--- config.mk ---
export PLATFORM = sky130hd
export DESIGN_NAME = div_unit
export DESIGN_NICKNAME = d
export VERILOG_FILES = /design/src/rtl/cpu_defs.sv /design/src/rtl/div_step.sv /design/src/rtl/div_unit.sv
export SDC_FILE = /design/constraint.sdc
export NUM_CORES = 1
export LEC_CHECK = 0
export ABC_CLOCK_PERIOD_IN_PS = 4700
export BUFFER_PORTS_ARGS = -buffer_cell sky130_fd_sc_hd__buf_2
export CAP_MARGIN = 20
export CORE_AREA = 2 2 138 140
export DETAILED_ROUTE_END_ITERATION = 6
export DIE_AREA = 0 0 140 142
export PLACE_DENSITY_LB_ADDON = 0.05
export SETUP_SLACK_MARGIN = 0.1
export SYNTH_ARGS = -nofsm -noshare
export SYNTH_HDL_FRONTEND = slang
export SYNTH_SLANG_ARGS = --single-unit
--- constraint.sdc ---
create_clock -name clk -period 4.7 [get_ports clk]
set_clock_uncertainty 0.2 [all_clocks]
set_input_delay 0.235 -clock clk [delete_from_list [all_inputs] [get_ports clk]]
set_output_delay 0.235 -clock clk [all_outputs]
set_load 0.01 [all_outputs]
--- src/rtl/cpu_defs.sv ---
// Shared CPU definitions: divider FSM encoding, default datapath width, DIV funct code.
package cpu_defs;

    localparam int unsigned DIV_WIDTH = 32;
    localparam logic [5:0]  DIV       = 6'h1a;

    typedef enum logic [1:0] {
        DIV_IDLE = 2'd0,
        DIV_RUN  = 2'd1,
        DIV_FIX  = 2'd2
    } div_state_e;

endpackage : cpu_defs

--- src/rtl/div_step.sv ---
// One restoring-division iteration: shift in next dividend bit, compare, conditionally subtract.
module div_step #(
    parameter int unsigned WIDTH = 32
) (
    input  logic [WIDTH-1:0] r_i,
    input  logic [WIDTH-1:0] q_i,
    input  logic [WIDTH-1:0] d_i,
    output logic [WIDTH-1:0] r_c_o,
    output logic [WIDTH-1:0] q_c_o
);

    logic [WIDTH:0]   r_shift;
    logic [WIDTH-1:0] r_diff;
    logic             ge;

    // Compare is done at WIDTH+1 bits; a taken subtract always leaves a result below the divisor,
    // so the low WIDTH bits of the difference are exact.
    always_comb begin
        r_shift = {r_i, q_i[WIDTH-1]};
        ge      = (r_shift >= {1'b0, d_i});
        r_diff  = r_shift[WIDTH-1:0] - d_i;
        r_c_o   = ge ? r_diff : r_shift[WIDTH-1:0];
        q_c_o   = {q_i[WIDTH-2:0], ge};
    end

endmodule : div_step

--- src/rtl/div_unit.sv ---
// Multicycle signed divider: magnitude restoring divide over WIDTH steps, then sign fix-up.
module div_unit
    import cpu_defs::*;
#(
    parameter int unsigned WIDTH = DIV_WIDTH
) (
    input  logic             clk,
    input  logic             reset,
    input  logic             DivCtrl,
    input  logic [WIDTH-1:0] A,
    input  logic [WIDTH-1:0] B,
    output logic [WIDTH-1:0] HI,
    output logic [WIDTH-1:0] LO,
    output logic             DivZero,
    output logic             DivStop,
    output logic             busy
);

    localparam int unsigned     CNT_W     = $clog2(WIDTH) + 1;
    localparam logic [CNT_W-1:0] LAST_STEP = CNT_W'(WIDTH - 1);

    div_state_e       state_q, state_d;
    logic [CNT_W-1:0] count_q, count_d;
    logic [WIDTH-1:0] q_q, q_d;
    logic [WIDTH-1:0] r_q, r_d;
    logic [WIDTH-1:0] b_q, b_d;
    logic             sign_q_q, sign_q_d;
    logic             sign_r_q, sign_r_d;
    logic [WIDTH-1:0] hi_q, hi_d;
    logic [WIDTH-1:0] lo_q, lo_d;
    logic             divzero_q, divzero_d;
    logic             divstop_q, divstop_d;
    logic             busy_q, busy_d;

    logic [WIDTH-1:0] a_mag_c, b_mag_c;
    logic [WIDTH-1:0] step_r_c, step_q_c;

    // Operand magnitudes; the most negative value maps to its unsigned magnitude.
    assign a_mag_c = A[WIDTH-1] ? -A : A;
    assign b_mag_c = B[WIDTH-1] ? -B : B;

    div_step #(.WIDTH(WIDTH)) u_step (
        .r_i   (r_q),
        .q_i   (q_q),
        .d_i   (b_q),
        .r_c_o (step_r_c),
        .q_c_o (step_q_c)
    );

    // Next-state and datapath update for IDLE -> RUN -> FIX -> IDLE.
    always_comb begin
        state_d   = state_q;
        count_d   = count_q;
        q_d       = q_q;
        r_d       = r_q;
        b_d       = b_q;
        sign_q_d  = sign_q_q;
        sign_r_d  = sign_r_q;
        hi_d      = hi_q;
        lo_d      = lo_q;
        divzero_d = 1'b0;
        divstop_d = 1'b0;

        case (state_q)
            DIV_IDLE: begin
                if (DivCtrl) begin
                    if (B == '0) begin
                        divzero_d = 1'b1;
                        divstop_d = 1'b1;
                    end else begin
                        q_d      = a_mag_c;
                        b_d      = b_mag_c;
                        r_d      = '0;
                        count_d  = '0;
                        sign_q_d = A[WIDTH-1] ^ B[WIDTH-1];
                        sign_r_d = A[WIDTH-1];
                        state_d  = DIV_RUN;
                    end
                end
            end
            DIV_RUN: begin
                r_d     = step_r_c;
                q_d     = step_q_c;
                count_d = count_q + CNT_W'(1);
                if (count_q == LAST_STEP) begin
                    state_d = DIV_FIX;
                end
            end
            DIV_FIX: begin
                lo_d      = sign_q_q ? -q_q : q_q;
                hi_d      = sign_r_q ? -r_q : r_q;
                divstop_d = 1'b1;
                state_d   = DIV_IDLE;
            end
            default: begin
                state_d = DIV_IDLE;
            end
        endcase

        busy_d = (state_d != DIV_IDLE);
    end

    // State and output registers with synchronous active-low reset.
    always_ff @(posedge clk) begin
        if (!reset) begin
            state_q   <= DIV_IDLE;
            count_q   <= '0;
            q_q       <= '0;
            r_q       <= '0;
            b_q       <= '0;
            sign_q_q  <= 1'b0;
            sign_r_q  <= 1'b0;
            hi_q      <= '0;
            lo_q      <= '0;
            divzero_q <= 1'b0;
            divstop_q <= 1'b0;
            busy_q    <= 1'b0;
        end else begin
            state_q   <= state_d;
            count_q   <= count_d;
            q_q       <= q_d;
            r_q       <= r_d;
            b_q       <= b_d;
            sign_q_q  <= sign_q_d;
            sign_r_q  <= sign_r_d;
            hi_q      <= hi_d;
            lo_q      <= lo_d;
            divzero_q <= divzero_d;
            divstop_q <= divstop_d;
            busy_q    <= busy_d;
        end
    end

    assign HI      = hi_q;
    assign LO      = lo_q;
    assign DivZero = divzero_q;
    assign DivStop = divstop_q;
    assign busy    = busy_q;

endmodule : div_unit

==> flow_summary.toml, run 1 <==
[outcome]
outcome = "complete, but fails checks"
violations = "design-rule violations"

[power_and_ir_drop]
seqPwrFrac = 0.400
p_leak_nw = 4.891
p_comb_frac = 0.249
p_int_mw = 2.747
finalPower_mw = 4.058
powerDensity_nw_per_um2 = 333.6
clock_power_share = 0.352
irDropWorstVdd_mv = 0.2761
p_switching_mw = 1.311
swShare = 0.3231

[detailed_routing]
via_per_inst = 5.994
wl_per_cell_um = 17.77
dr.pass1.iters = 7
vias = 10030
drt_wl_total_mm = 29.73
antenna_left = 0
drc = 10
drt-initial-drc-count = 815

[final_layout]
nFillCells = 1629
multiInputGateArea_sq_um = 6660
drive_gt1_frac = 0.1418
regArea_sq_um = 3463
final_net_count = 1532
final_area_sq_um = 12170
syn_to_final_growth_pct = 14.39
antenna_cells = 0

[placed_design]
dp_hpwl_mm = 22.14
gp_congestion = 0.9273
dp_slack_ns = 0.8473
postPlaceCellArea_sq_um = 11380
port_buffers = 133

[cts]
cts_num_sinks = 173
cts_buffer_depth = 2
clkTransAtPathRegs_ns = 0.07
cts_buffers = 17
cts_resized = 0
clk_latency_ns = 0.43
cts_setup_buffers = 0
cts_root_buf = "clkbuf_16"
cts_tree = "yes"
h-tree-depth = 4

[setup_path]
crit_path_start_kind = "primary input"
reg2reg_slack_ns = 0.82
reg2regPathDepth = 12
crit_type = "in2reg"
cp-end-kind = "register"
crit_fanout = 32
cp.arrival_ns = 4.18
cp.required_ns = 4.84

[synth]
syn-instance-count = 1328
synth_seq_area_share = 0.3256
ys_ff_latch = 173
synth_area_leaders = "dfxtp_1 (33%), xor2_1 (6.9%), a211oi_1 (5.9%)"
synth_area_leader_cell = "dfxtp_1"
netlist_area_sq_um = 10640
synth_cell_type_count = 65
syn_nets = 1433
synth_top_area_frac = 0.3256
yosys_most_used_dff = "dfxtp_1"
synth_async_sr_flop_share = 0
ys.warnings.count = 0
synth_edf_count = 0
avgSynthCellArea_sq_um = 8.008

[timing]
rsz0062_at_grt = "no"
final_hold_viol_count = 0
tightest_slew_ns = 1.068
tns_ns = 0
drv_slew = 0
fin_ws_ns = 0.6677
fmax_mhz = 248.0
min_period_ns = 4.032
timing.final.crit_share = 0.8579
setup_viol = 0
slew_headroom = 0.2873

[floorplan]
die_height_um = 142
fp.dieW_um = 140
ioPinCount = 134
rows = 50
die_area_sq_um = 19880
design.core.area_sq_um = 18460
initial_core_util = 0.5763

[global_routing]
grt.overflow.total = 0
antenna_found_initial = 0
grt_pass1_vias = 9152
grt_max_degree = 73
grt.total_usage = 0.3007
grt_pass1_wl_mm = 48.18

[flow_run]
cap_violations = 0

[worst_hold_path]
hold_depth = 4
hp-class = "in2reg"
path summary, 6_finish.rpt:
kind / start / endpoint
worst max-delay path: B[6] / r_q[10]
worst min-delay path: A[16] / q_q[16]
worst max register to register: b_q[7] / r_q[22]
worst min register to register: count_q[5] / count_q[5]
worst max-delay path: stages:
cell and delay (ns):
dlygate4sd3_1 0.54, buf_2 0.15, or4_1 0.57, nor3_1 0.35, nand4_1 0.36, o31ai_2 0.48, or2_2 0.50, nand2_1 0.26
nor2_2 0.17, buf_4 0.36, nand2_1 0.10, o21ai_0 0.09
cells in the mapped netlist (7+ instances only):
master    instances
and3_1           20
nor3_1           20
a21oi_1          59
o31ai_1          34
inv_1            53
nand2_1         108
a211oi_1         83
or3_1            17
a31oi_1           8
a21o_1            9
a221oi_1         18
or4_1            13
nand2b_1         11
nor4_1            7
dfxtp_1         173
xnor2_1          63
o21ai_0         105
mux2i_1          28
o41ai_1          13
xor2_1           84
nand3_1          21
or2_2             7
clkbuf_1         71
ha_1             37
nand4_1           7
nor2_1          156
registers in the layout, summed over array words and instances, names as in the netlist:
name / flops
q_q: 32
sign_r_q: 1
HI: 32
r_q: 32
busy: 1
state_q: 2
DivStop: 1
sign_q_q: 1
count_q: 6
LO: 32
b_q: 32
DivZero: 1
kinds of logic (layout without fill, tap and decap cells):
family | count (synthesis) | after routing | share of synthesized area
buffers and inverters | 137 | 248 | 0.04976
XOR/XNOR | 147 | 147 | 0.1211
adder cells (fa/ha/maj) | 38 | 38 | 0.04541
AO/OA/AOI/OAI | 384 | 384 | 0.2412
multiplexers | 28 | 28 | 0.02635
AND/OR/NAND/NOR | 421 | 421 | 0.1906
flip-flops | 173 | 173 | 0.3256
power by group through the flow:
| stage | sequential, mW | combinational, mW | clock [mW] |
|---|---|---|---|
| floorplan | 1.61 | 0.740 | 0 |
| global placement | 1.65 | 0.966 | 0 |
| detailed placement | 1.65 | 0.977 | 0 |
| CTS | 1.62 | 0.995 | 1.45 |
| global route | 1.63 | 1.11 | 1.50 |
| finish | 1.62 | 1.01 | 1.43 |
metal layers:
metal  vias up  track usage  wire, um
li1       4981            -         -
met1      4672       0.4499     14530
met2       353       0.4623     12920
met3        22      0.04307      2006
met4         0      0.06380       274
met5         -            0         0
stage by stage:
step | hold slack, ns | utilization | cells
4_1_cts | 0.0005814 | 0.6592 | 1673
2_1_floorplan | 0.1710 | - | 1328
3_3_place_gp | 0.2594 | 0.6167 | 1623
3_5_place_dp | 0.2711 | 0.6167 | 1623
5_1_grt | 0.01438 | 0.6592 | 1673
6_report | 0.007554 | 0.6592 | 1673
cell usage in the layout, fill, tap and decap left out, types with 20 or more instances in the layout:
cell and count:
a211oi_1 83, a21oi_1 59, and3_1 20, buf_2 133, dfxtp_1 173, ha_1 37
inv_1 53, mux2i_1 28, nand2_1 108, nand3_1 21, nor2_1 155, o21ai_0 105
o31ai_1 34, xnor2_1 63, xor2_1 84
layout make-up:
type | count | share of cell area
clock inverter | 13 | 0.01275
clock buffer | 18 | 0.03610
timing repair buffer | 163 | 0.07817
inverter | 54 | 0.01676
multi-input combinational | 1018 | 0.5475
sequential | 173 | 0.2847
tap | 234 | 0.02407
repair_timing:
action	in CTS	in global routing
hold buffers	19	0
endpoints found under the hold margin	19	0
endpoints found under the setup margin	0	0
No activity file was read; power rests on OpenSTA's default activity.
==> inputs of run 2 (changes only) <==
--- a/config.mk
+++ b/config.mk
@@ -11,6 +11,7 @@
 export CORE_AREA = 2 2 138 140
 export DETAILED_ROUTE_END_ITERATION = 6
 export DIE_AREA = 0 0 140 142
+export MAX_ROUTING_LAYER = met4
 export PLACE_DENSITY_LB_ADDON = 0.05
 export SETUP_SLACK_MARGIN = 0.1
 export SYNTH_ARGS = -nofsm -noshare
==> flow_summary.toml, run 2 (synthesized netlist as in run 1, its figures left out) <==
[power_and_ir_drop]
swShare = 0.3308
p_leak_nw = 4.941
p_comb_frac = 0.249
seqPwrFrac = 0.398
p_switching_mw = 1.348
irDropWorstVdd_mv = 0.2990
p_int_mw = 2.727
clock_power_share = 0.353
finalPower_mw = 4.075
powerDensity_nw_per_um2 = 331.6

[final_layout]
antenna_cells = 0
syn_to_final_growth_pct = 15.54
final_common_cell = "dfxtp_1"
final_net_count = 1544
layout_common_cells = "dfxtp_1 (173), nor2_1 (155), buf_2 (133), nand2_1 (108), o21ai_0 (105)"
nFillCells = 1587
drive_gt1_frac = 0.1419

[detailed_routing]
dr.pass1.iters = 7
drt_wl_total_mm = 29.77
drt-initial-drc-count = 887
antenna_left = 0
wl_per_cell_um = 17.65
via_per_inst = 6.013
drc = 10
vias = 10140

[setup_path]
crit_path_start_kind = "primary input"
path_delay_family = "simple AND/OR/NAND/NOR gates"
cp_slowest_cell = "or4_1"
critical_path_buf_inv_count = 3
cp.arrival_ns = 4.11
crit_fanout = 32
worstPathCellList = "dlygate4sd3_1 -> buf_2 -> or4_1 -> nor3_1 -> nand4_1 -> o31ai_2 -> or2_2 -> nand2_1 -> nor2_2 -> buf_4 -> nand2_1 -> o21ai_0"
critical_path.most_common_cell = "nand2_1"
critPathMaxStageDelay_ns = 0.56
cp.required_ns = 4.85
cp-end-kind = "register"
crit_type = "in2reg"

[timing]
final_hold_viol_count = 0
tightest_slew_ns = 1.086
tns_ns = 0
slew_headroom = 0.2748
fmax_mhz = 253.0
drv_slew = 0
timing.final.crit_share = 0.8411
min_period_ns = 3.953
timing.hold.ws_ns = 0.01119
setup_viol = 0
rsz0062_at_grt = "no"

[floorplan]
die_area_sq_um = 19880
die_height_um = 142
initial_core_util = 0.5763
design.core.area_sq_um = 18460
rows = 50
fp.dieW_um = 140
ioPinCount = 134

[global_routing]
grt_pass1_vias = 9006
grt_pass1_wl_mm = 47.69
grt_max_degree = 54
grt.total_usage = 0.3073
grt.overflow.total = 0
antenna_found_initial = 0

[worst_hold_path]
hp-class = "in2reg"

[cts]
clk_latency_ns = 0.44
h-tree-depth = 4
cts_buffers = 17
cts_buffer_depth = 2
clkTransAtPathRegs_ns = 0.07
cts_root_buf = "clkbuf_16"
cts_setup_buffers = 0
cts_num_sinks = 173
postCtsHoldBufs = 30
cts_tree = "yes"
cts_resized = 0

[placed_design]
gp_congestion = 0.9246
port_buffers = 133
dp_hpwl_mm = 22.05

[outcome]
outcome = "complete, but fails checks"
violations = "design-rule violations"

[flow_run]
cap_violations = 0
[run 2: stage by stage]
| step | cell area (sq um) | instances | setup slack [ns] | util |
|---|---|---|---|---|
| after global placement | 11390 | 1624 | 0.9658 | 0.6171 |
| after detailed placement | 11390 | 1624 | 0.8987 | 0.6171 |
| after global routing | 12290 | 1686 | 0.4454 | 0.6658 |
| after CTS | 12290 | 1686 | 0.7992 | 0.6658 |
| after floorplan | 10640 | 1328 | 1.351 | - |
| final | 12290 | 1686 | 0.7469 | 0.6658 |
[run 2: tightest hold or removal path: stages]
cell      delay (ns)
buf_2           0.10
xnor2_1         0.13
a221oi_1        0.07
nor2_1          0.07
[run 2: final cells by class]
type | count | area [sq um] | share of cell area
inverters | 54 | 203.9 | 0.01660
clock buffers | 19 | 452.9 | 0.03686
multi-input cells | 1018 | 6660 | 0.5420
flip-flops and latches | 173 | 3463 | 0.2818
well taps | 234 | 292.8 | 0.02383
repair buffers | 175 | 1069 | 0.08696
clock inverters | 13 | 146.4 | 0.01191
[run 2: final timing paths]
check	slack (ns)	endpoint	from	cells past startpoint
worst max-delay path	0.75	r_q[15]	B[6]	12
worst min-delay path	0.01	q_q[13]	A[13]	4
worst max register to register	0.99	r_q[17]	b_q[7]	12
worst min register to register	0.27	b_q[24]	b_q[24]	2
[run 2: layer usage]
metal,track usage,up-vias,part of all wire
li1,-,5024,-
met1,0.4562,4708,0.49
met2,0.4449,375,0.43
met3,0.03701,31,0.069
met4,0.07602,0,0.012
met5,-,-,0
[run 2: power groups by stage]
stage,sequential (mW),clock (mW),combinational [mW]
floorplan,1.61,0,0.740
global placement,1.65,0,0.966
CTS,1.62,1.45,0.999
finish,1.62,1.44,1.01
global route,1.63,1.51,1.11
detailed placement,1.65,0,0.974
==> inputs of run 3 (changes only) <==
--- a/config.mk
+++ b/config.mk
@@ -5,7 +5,7 @@
 export SDC_FILE = /design/constraint.sdc
 export NUM_CORES = 1
 export LEC_CHECK = 0
-export ABC_CLOCK_PERIOD_IN_PS = 4700
+export ABC_CLOCK_PERIOD_IN_PS = 4040
 export BUFFER_PORTS_ARGS = -buffer_cell sky130_fd_sc_hd__buf_2
 export CAP_MARGIN = 20
 export CORE_AREA = 2 2 138 140
==> constraint.sdc (replaced) <==
create_clock -name clk -period 4.04 [get_ports clk]
set_clock_uncertainty 0.2 [all_clocks]
set_input_delay 0.202 -clock clk [delete_from_list [all_inputs] [get_ports clk]]
set_output_delay 0.202 -clock clk [all_outputs]
set_load 0.01 [all_outputs]
==> flow_summary.toml, run 3 (synthesized netlist as in run 1, its figures left out) <==
[outcome]
outcome = "complete, but fails checks"
violations = "design-rule violations"

[setup_path]
cp.arrival_ns = 3.80
worstPathCellList = "dlygate4sd3_1 -> buf_2 -> or4_1 -> nor4b_2 -> nand2_1 -> o31ai_2 -> or2_2 -> buf_4 -> and3_1 -> a21oi_1 -> o22ai_1 -> dlygate4sd3_1"
critPathMaxStageDelay_ns = 0.58
cp_slowest_cell = "or4_1"
cp.required_ns = 4.22
critical_path_buf_inv_count = 4
crit_fanout = 26
crit_path_start_kind = "primary input"
cp-end-kind = "register"
crit_type = "in2reg"
path_delay_family = "buffers and inverters"
critical_path.most_common_cell = "dlygate4sd3_1"

[worst_hold_path]
hp-class = "in2reg"

[flow_run]
cap_violations = 0

[final_layout]
post-route-util = 0.6763
syn_to_final_growth_pct = 17.35
final_net_count = 1566
stdcell_count = 1708
multiInputGateArea_sq_um = 6666
nFillCells = 1595
regArea_sq_um = 3463
antenna_cells = 0
final_common_cell = "dfxtp_1"
drive_gt1_frac = 0.1472
layout_common_cells = "dfxtp_1 (173), nor2_1 (155), buf_2 (133), nand2_1 (108), o21ai_0 (105)"

[cts]
cts_setup_buffers = 0
cts_buffer_depth = 2
h-tree-depth = 4
cts_tree = "yes"
clk_latency_ns = 0.44
clkTransAtPathRegs_ns = 0.07
cts_buffers = 17
cts_num_sinks = 173
cts_root_buf = "clkbuf_16"

[power_and_ir_drop]
irDropWorstVdd_mv = 0.3187
powerDensity_nw_per_um2 = 377.5
p_leak_nw = 5.036

[floorplan]
die_area_sq_um = 19880
design.core.area_sq_um = 18460
ioPinCount = 134
rows = 50
die_height_um = 142
fp.dieW_um = 140
initial_core_util = 0.5763

[detailed_routing]
dr.pass1.iters = 7
wl_per_cell_um = 17.79
vias = 10220
via_per_inst = 5.985
drc = 10
antenna_left = 0
drt_wl_total_mm = 30.39
drt-initial-drc-count = 820

[timing]
timing.hold.ws_ns = 0.007330
tightest_slew_ns = 1.075
fmax_mhz = 276.0
timing.final.crit_share = 0.8967
tns_ns = 0
min_period_ns = 3.623
fin_ws_ns = 0.4172
final_hold_viol_count = 0
slew_headroom = 0.2826
rsz0062_at_grt = "no"
drv_slew = 0
setup_viol = 0

[global_routing]
antenna_found_initial = 0
grt.overflow.total = 0
grt_pass1_wl_mm = 48.67
grt.total_usage = 0.3143
grt_pass1_vias = 9208
grt_max_degree = 67

[placed_design]
placed_cells = 1634
dp_slack_ns = 0.5717
port_buffers = 133
dp_hpwl_mm = 22.27
gp_congestion = 0.9673
==> run 3: changes by cell type in the layout (fill, tap and decap cells not counted), moves of 2 or more <==
cell and change:
clkinv_4 +2, dlygate4sd3_1 +12, buf_4 +9, clkbuf_8 -2
==> run 3: cell type report <==
cell class                 instances  area share
clock inverter                    15     0.01223
inverter                          54     0.01634
clock buffer                      17     0.03409
sequential                       173      0.2775
multi-input combinational       1018      0.5341
timing repair buffer             197      0.1023
tap                              234     0.02346
==> run 3: repair_timing <==
item / CTS / global route
setup endpoints to repair: 0 / 3
hold buffers: 42 / 0
hold endpoints to repair: 42 / 0
gates resized for setup: 0 / 1
==> run 3: metrics by stage <==
step / cell area [sq um] / total power [mW]
4_1_cts: 12470 / 4.711
5_1_grt: 12480 / 4.928
3_3_place_gp: 11480 / 3.053
2_1_floorplan: 10640 / 2.732
6_report: 12480 / 4.711
3_5_place_dp: 11480 / 3.067
==> run 3: report_power, final <==
group / internal (mW) / total [mW] / switching [mW]
Sequential: 1.78 / 1.88 / 0.106
Clock: 0.825 / 1.62 / 0.795
Combinational: 0.504 / 1.21 / 0.706
Total: 3.10 / 4.71 / 1.61
==> run 3: worst min-delay path, delay by kind of cell <==
family,cells,cell delay [ns]
buffers and inverters,1,0.13
AO/OA/AOI/OAI,1,0.06
AND/OR/NAND/NOR,1,0.11
XOR/XNOR,1,0.09
==> run 3: worst paths after layout <==
| check | cells past startpoint | endpoint | start | slack [ns] |
|---|---|---|---|---|
| max | 12 | q_q[30] | B[19] | 0.42 |
| max reg2reg | 12 | r_q[13] | b_q[8] | 0.50 |
| min reg2reg | 2 | LO[31] | LO[31] | 0.26 |
| min | 4 | b_q[28] | B[28] | 0.007 |
==> run 3: layer usage <==
layer	GRT usage	share of wire	wire length (um)
met5	-	0	0
met4	0.08347	0.015	446
met3	0.04778	0.072	2203
met2	0.4548	0.42	12870
met1	0.4586	0.49	14880
